[src/rtl/gray_updown_counter_pkg.sv]
// Shared types and mode constants for the up/down Gray counter family.
package gray_pkg;

    typedef enum logic {
        DIR_DOWN = 1'b0,
        DIR_UP   = 1'b1
    } dir_e;

    localparam int MODE_WRAP     = 0;
    localparam int MODE_SATURATE = 1;

endpackage : gray_pkg

[src/rtl/gray_updown_counter_if.sv]
// Control/status bundle of the up/down Gray counter; the counter is the slave side.
interface gray_updown_counter_if #(
    parameter int P_WIDTH = 4
);
    logic               CLR;
    logic               EN;
    logic               DIR;
    logic               LOAD;
    logic [P_WIDTH-1:0] LOAD_VALUE;
    logic [P_WIDTH-1:0] COUNT;
    logic [P_WIDTH-1:0] COUNT_BIN;
    logic               LIMIT;

    modport master (
        output CLR, EN, DIR, LOAD, LOAD_VALUE,
        input  COUNT, COUNT_BIN, LIMIT
    );

    modport slave (
        input  CLR, EN, DIR, LOAD, LOAD_VALUE,
        output COUNT, COUNT_BIN, LIMIT
    );
endinterface : gray_updown_counter_if

[src/rtl/gray_updown_counter_gray_to_bin.sv]
// Combinational Gray-to-binary conversion: each binary bit is the XOR of all Gray bits at or above it.
module gray_to_bin #(
    parameter int P_WIDTH = 4
) (
    input  logic [P_WIDTH-1:0] gray,
    output logic [P_WIDTH-1:0] bin
);

    always_comb begin
        bin = '0;
        for (int unsigned i = 0; i < P_WIDTH; i++) begin
            bin[i] = ^(gray >> i);
        end
    end

endmodule : gray_to_bin

[src/rtl/gray_updown_counter.sv]
// Up/down Gray counter with load, clear, wrap/saturate limit handling and a registered binary shadow.
module gray_updown_counter
    import gray_pkg::*;
#(
    parameter int                 P_WIDTH     = 4,
    parameter int                 P_SATURATE  = MODE_WRAP,
    parameter logic [P_WIDTH-1:0] P_INIT_GRAY = '0
) (
    input  logic                  CLK,
    input  logic                  RST_N,
    gray_updown_counter_if.slave  bus
);

    function automatic logic [P_WIDTH-1:0] gray2bin(input logic [P_WIDTH-1:0] g);
        logic [P_WIDTH-1:0] r;
        r = '0;
        for (int unsigned i = 0; i < P_WIDTH; i++) begin
            r[i] = ^(g >> i);
        end
        return r;
    endfunction

    localparam logic [P_WIDTH-1:0] INIT_BIN = gray2bin(P_INIT_GRAY);
    localparam logic [P_WIDTH:0]   STEP_ONE = (P_WIDTH + 1)'(1);
    localparam bit                 SAT_MODE = (P_SATURATE == MODE_SATURATE);

    logic [P_WIDTH-1:0] b_q;
    logic [P_WIDTH-1:0] count_q;
    logic               limit_q;

    logic [P_WIDTH-1:0] load_bin;
    logic [P_WIDTH-1:0] next_b;
    logic               next_limit;
    logic [P_WIDTH:0]   step_ext;
    dir_e               dir;

    gray_to_bin #(.P_WIDTH(P_WIDTH)) u_load_conv (
        .gray (bus.LOAD_VALUE),
        .bin  (load_bin)
    );

    // The extra MSB of the widened step is the carry (up) or borrow (down),
    // which is exactly "b was at the limit for this direction".
    always_comb begin
        dir        = dir_e'(bus.DIR);
        step_ext   = (dir == DIR_UP) ? ({1'b0, b_q} + STEP_ONE) : ({1'b0, b_q} - STEP_ONE);
        next_b     = b_q;
        next_limit = 1'b0;
        if (bus.CLR) begin
            next_b = INIT_BIN;
        end else if (bus.LOAD) begin
            next_b = load_bin;
        end else if (bus.EN) begin
            next_limit = step_ext[P_WIDTH];
            if (!(step_ext[P_WIDTH] && SAT_MODE)) begin
                next_b = step_ext[P_WIDTH-1:0];
            end
        end
    end

    always_ff @(posedge CLK or negedge RST_N) begin
        if (!RST_N) begin
            b_q     <= INIT_BIN;
            count_q <= P_INIT_GRAY;
            limit_q <= 1'b0;
        end else begin
            b_q     <= next_b;
            count_q <= next_b ^ (next_b >> 1);
            limit_q <= next_limit;
        end
    end

    assign bus.COUNT     = count_q;
    assign bus.COUNT_BIN = b_q;
    assign bus.LIMIT     = limit_q;

endmodule : gray_updown_counter

[src/flat_wrapper.sv]
// flat-port wrapper written by rule: the top's interface ports become plain ports
module gray_updown_counter_flat import gray_pkg::*;
#(
    parameter int                 P_WIDTH     = 4,
    parameter int                 P_SATURATE  = MODE_WRAP,
    parameter logic [P_WIDTH-1:0] P_INIT_GRAY = '0
)
  (CLK, RST_N, bus_CLR, bus_EN, bus_DIR, bus_LOAD, bus_LOAD_VALUE, bus_COUNT, bus_COUNT_BIN, bus_LIMIT);
  gray_updown_counter_if #(.P_WIDTH(P_WIDTH)) bus_i ();
  input  logic CLK;
  input  logic RST_N;
  input wire logic [$bits(bus_i.CLR)-1:0] bus_CLR;
  input wire logic [$bits(bus_i.EN)-1:0] bus_EN;
  input wire logic [$bits(bus_i.DIR)-1:0] bus_DIR;
  input wire logic [$bits(bus_i.LOAD)-1:0] bus_LOAD;
  input wire logic [$bits(bus_i.LOAD_VALUE)-1:0] bus_LOAD_VALUE;
  output wire logic [$bits(bus_i.COUNT)-1:0] bus_COUNT;
  output wire logic [$bits(bus_i.COUNT_BIN)-1:0] bus_COUNT_BIN;
  output wire logic [$bits(bus_i.LIMIT)-1:0] bus_LIMIT;
  assign bus_i.CLR = bus_CLR;
  assign bus_i.EN = bus_EN;
  assign bus_i.DIR = bus_DIR;
  assign bus_i.LOAD = bus_LOAD;
  assign bus_i.LOAD_VALUE = bus_LOAD_VALUE;
  assign bus_COUNT = bus_i.COUNT;
  assign bus_COUNT_BIN = bus_i.COUNT_BIN;
  assign bus_LIMIT = bus_i.LIMIT;
  gray_updown_counter #(.P_WIDTH(P_WIDTH), .P_SATURATE(P_SATURATE), .P_INIT_GRAY(P_INIT_GRAY)) u_core (.CLK(CLK), .RST_N(RST_N), .bus(bus_i));
endmodule
[config.mk]
export PLATFORM = sky130hd
export DESIGN_NAME = gray_updown_counter_flat
export DESIGN_NICKNAME = d
export VERILOG_FILES = /design/src/rtl/gray_updown_counter_pkg.sv /design/src/rtl/gray_updown_counter_if.sv /design/src/rtl/gray_updown_counter_gray_to_bin.sv /design/src/rtl/gray_updown_counter.sv /design/src/flat_wrapper.sv
export SDC_FILE = /design/constraint.sdc
export NUM_CORES = 1
export LEC_CHECK = 0
export CORE_MARGIN = 2
export CORE_UTILIZATION = 23
export DETAILED_ROUTE_END_ITERATION = 8
export GPL_TIMING_DRIVEN = 0
export MAX_ROUTING_LAYER = met4
export PLACE_DENSITY = 0.57
export RECOVER_POWER = 50
export SLEW_MARGIN = 20
export SYNTH_ARGS = -nofsm -noshare
export SYNTH_HDL_FRONTEND = slang
export SYNTH_SLANG_ARGS = --single-unit
[constraint.sdc]
create_clock -name CLK -period 4.76 [get_ports CLK]
set_input_delay 0.714 -clock CLK [delete_from_list [all_inputs] [get_ports CLK]]
set_output_delay 0.714 -clock CLK [all_outputs]
set_load 0.01 [all_outputs]
==> impl_metrics.csv <==
group,metric,value,unit
synthesis,synth_top_family_by_area,"compound AO/OA/AOI/OAI gates",
critical_path,crit_fanout,4,
timing,whs,0.7086,ns
clock_tree,clkSlewWorstSetupHoldPaths,0.05,ns
synthesis,async_flop_share,100.0,%
critical_path,start_kind,"input pin",
synthesis,synth_compound_area_share,14.99,%
clock_tree,root_buffer,"clkbuf_4",
floorplanning,fp.dieW,53.31,um
floorplanning,die_y,53.31,um
timing,worst_pin_slew,0.3541,ns
pwr,power_leakage,0.0003604,uW
drt,drt_first_iter_violations,8,
finish,layout-drive-gt1-share,12.82,%
clock_tree,clock_latency,0.24,ns
synthesis,netlist_top_cells_area,"dfrtp_1 (36%), ha_1 (6.7%), xnor2_1 (6.3%), xor2_1 (4.7%), a21oi_1 (4.5%)",
synthesis,yosys.area.top_type,"dfrtp_1",
timing,slew_headroom,76.32,%
critical_path,end_kind,"flop",
pwr,switching_share,29.74,%
pwr,clkPwrFrac,22.9,%
timing,hold_viol_final,0,
synthesis,muxShareOfSynthArea,6.264,%
synthesis,synth_cell_types,29,
critical_path,crit_required,4.93,ns
pwr,internal_power,148.3,uW
clock_tree,cts.sinks,8,
timing,grt_setup_unrepaired,"no",
clock_tree,cts_buffers,3,
synthesis,yosys_warnings,0,
drt,viasPerCell,4.481,
placement,io_buffer_count,17,
clock_tree,cts_htree_levels,1,
synthesis,syn_area_per_cell,9.643,um2
timing,period_share,52.25,%
drt,wire_per_inst,10.71,um
timing,fin_skew,0.005347,ns
synthesis,synth_fa_ha_area_share,10.29,%
timing,setup_viol,0,
global_route,grt_pass1_vias,485,
critical_path,cp.arrival,2.66,ns
timing,drv_slew,0,
global_route,antenna_found_initial,0,
timing,fin_tns_setup,0,ns
drt,ant_nets,0,
global_route,grt_start_max_net_pins,11,
global_route,gr-total-overflow,0,
clock_tree,cts_buffer_depth,2,
synthesis,ys_seq_elements,8,
finish,nets,94,
clock_tree,post_cts_buffers,0,
synthesis,syn_inst,58,
floorplanning,io_pins,19,
floorplanning,initial_core_util,24.81,%
clock_tree,hold_buffers,0,
drt,firstDrtPassIters,4,
synthesis,synth_ff_type,"dfrtp_1",
timing,layout_min_cycle_time,2.487,ns
pwr,pwr-share-comb,38.7,%
clock_tree,post_cts_resized,0,
synthesis,synth_area,559.3,um2
synthesis,synth-edff-count,0,
synthesis,synth_nets,72,
run,max_cap_violations,0,
finish,antenna_cells,0,
synthesis,synth_top_area_share,35.79,%
pwr,p_per_area,268.2,mW/mm2
status,outcome,"complete, no violations",
pwr,power.switching,62.78,uW
pwr,ir_drop,0.0002167,V
drt,drc,0,
drt,vias,475,
critical_path,r2r_setup_slack,2.85,ns
placement,gp_congestion,0.8275,
clock_tree,tritoncts,"built",
pwr,seqPwrFrac,38.5,%
floorplanning,core.rowCount,17,
synthesis,ys_seq_area_share,35.79,%
placement,dp_hpwl,956.1,um
global_route,grt_pass1_wl,1952,um
finish,area_growth,40.72,%
synthesis,synth-xor-area-share,10.96,%
finish,final_cell_mix,"clkdlybuf4s50_1 (12), dfrtp_1 (8), nor2_1 (5), a21oi_1 (5), dlygate4sd3_1 (5)",
drt,drt-total-wl,1135,um
critical_path,worstSetupPathType,"in -> reg",
floorplanning,dieArea,0.002842,mm2
worst_hold_path,worst_hold_path_type,"reg -> reg",
synthesis,synth-simple-area-share,14.77,%
floorplanning,core,0.002255,mm2
global_route,grt_use_total,9.964,%
finish,final_common_cell,"clkdlybuf4s50_1",
timing,fmaxAchievable,402.1,MHz
## metal layers
metal  wire [um]  vias up  track usage, %
li1            -      242               -
met1         524      214           11.68
met5           0        -               -
met3          91        2           5.367
met2         501       17           14.81
met4          18        0           2.564
## power groups by stage
| stage | Sequential, uW | Clock (uW) | Combinational (uW) |
|---|---|---|---|
| 5_1_grt | 82.5 | 55.7 | 89.9 |
| 6_report | 81.2 | 48.2 | 81.6 |
| 2_1_floorplan | 85.3 | 0 | 46.3 |
| 4_1_cts | 81.4 | 51.5 | 83.8 |
| 3_5_place_dp | 82.5 | 0 | 82.8 |
| 3_3_place_gp | 82.3 | 0 | 82.5 |
## cell families (layout without fill, tap and decap cells)
group	Yosys count	count (layout)
adders and majority gates	4	4
and+or+nand+nor	16	16
xor gates and xnor gates	7	7
muxes	3	3
buffers and inverters	7	27
AOI/OAI and AO/OA	13	13
DFF	8	8
## flip-flops by register name, indices dropped and copies added (netlist names)
signal and count:
u_core.bus.COUNT_BIN 4, u_core.bus.COUNT 3, u_core.bus.LIMIT 1
## worst max-delay path, cell delays in order
cell and delay (ns):
clkdlybuf4s50_1 0.49, inv_1 0.10, fa_1 0.41, xnor2_1 0.15
a21oi_1 0.26, mux2_2 0.38, nor3_2 0.14
## worst paths after layout
kind | start | to | cells after the start
setup / recovery | bus_DIR | u_core.bus.COUNT[1] | 7
hold reg to reg | u_core.bus.COUNT_BIN[3] | u_core.bus.COUNT_BIN[3] | 2
max in group asynchronous | RST_N | u_core.bus.LIMIT | 1
hold / removal | u_core.bus.COUNT_BIN[3] | u_core.bus.COUNT_BIN[3] | 2
setup reg to reg | u_core.bus.COUNT_BIN[0] | u_core.bus.COUNT[1] | 5
min in group asynchronous | RST_N | u_core.bus.COUNT[0] | 1
## cell type report
| type | count | area [um2] |
|---|---|---|
| Fill cell | 258 | 1468 |
| Multi-Input combinational cell | 43 | 320.3 |
| Clock buffer | 3 | 22.52 |
| Sequential cell | 8 | 200.2 |
| Tap cell | 28 | 35.03 |
| Inverter | 4 | 15.01 |
| Timing Repair Buffer | 17 | 170.2 |
| Buffer | 3 | 23.77 |
## metrics by stage
step                instance area, um2  utilization (%)  total power (uW)  setup slack [ns]  instances
floorplan                        559.3                -             131.5             2.672         58
global placement                 764.5            33.91             164.9             1.997        103
detailed placement               764.5            33.91             165.3             2.023        103
CTS                              787.0            34.91             216.7             2.277        106
global route                     787.0            34.91             228.1             2.160        106
finish                           787.0            34.91             211.1             2.273        106
## cells in the mapped netlist, types with 2 or more instances
library cell and number:
xor2_1 3, a211o_1 2, a21oi_1 5, dfrtp_1 8
nor2_1 5, ha_1 3, inv_1 4, nand3_1 2
nand2_1 3, xnor2_1 4
No activity file was read; power rests on OpenSTA's default activity.
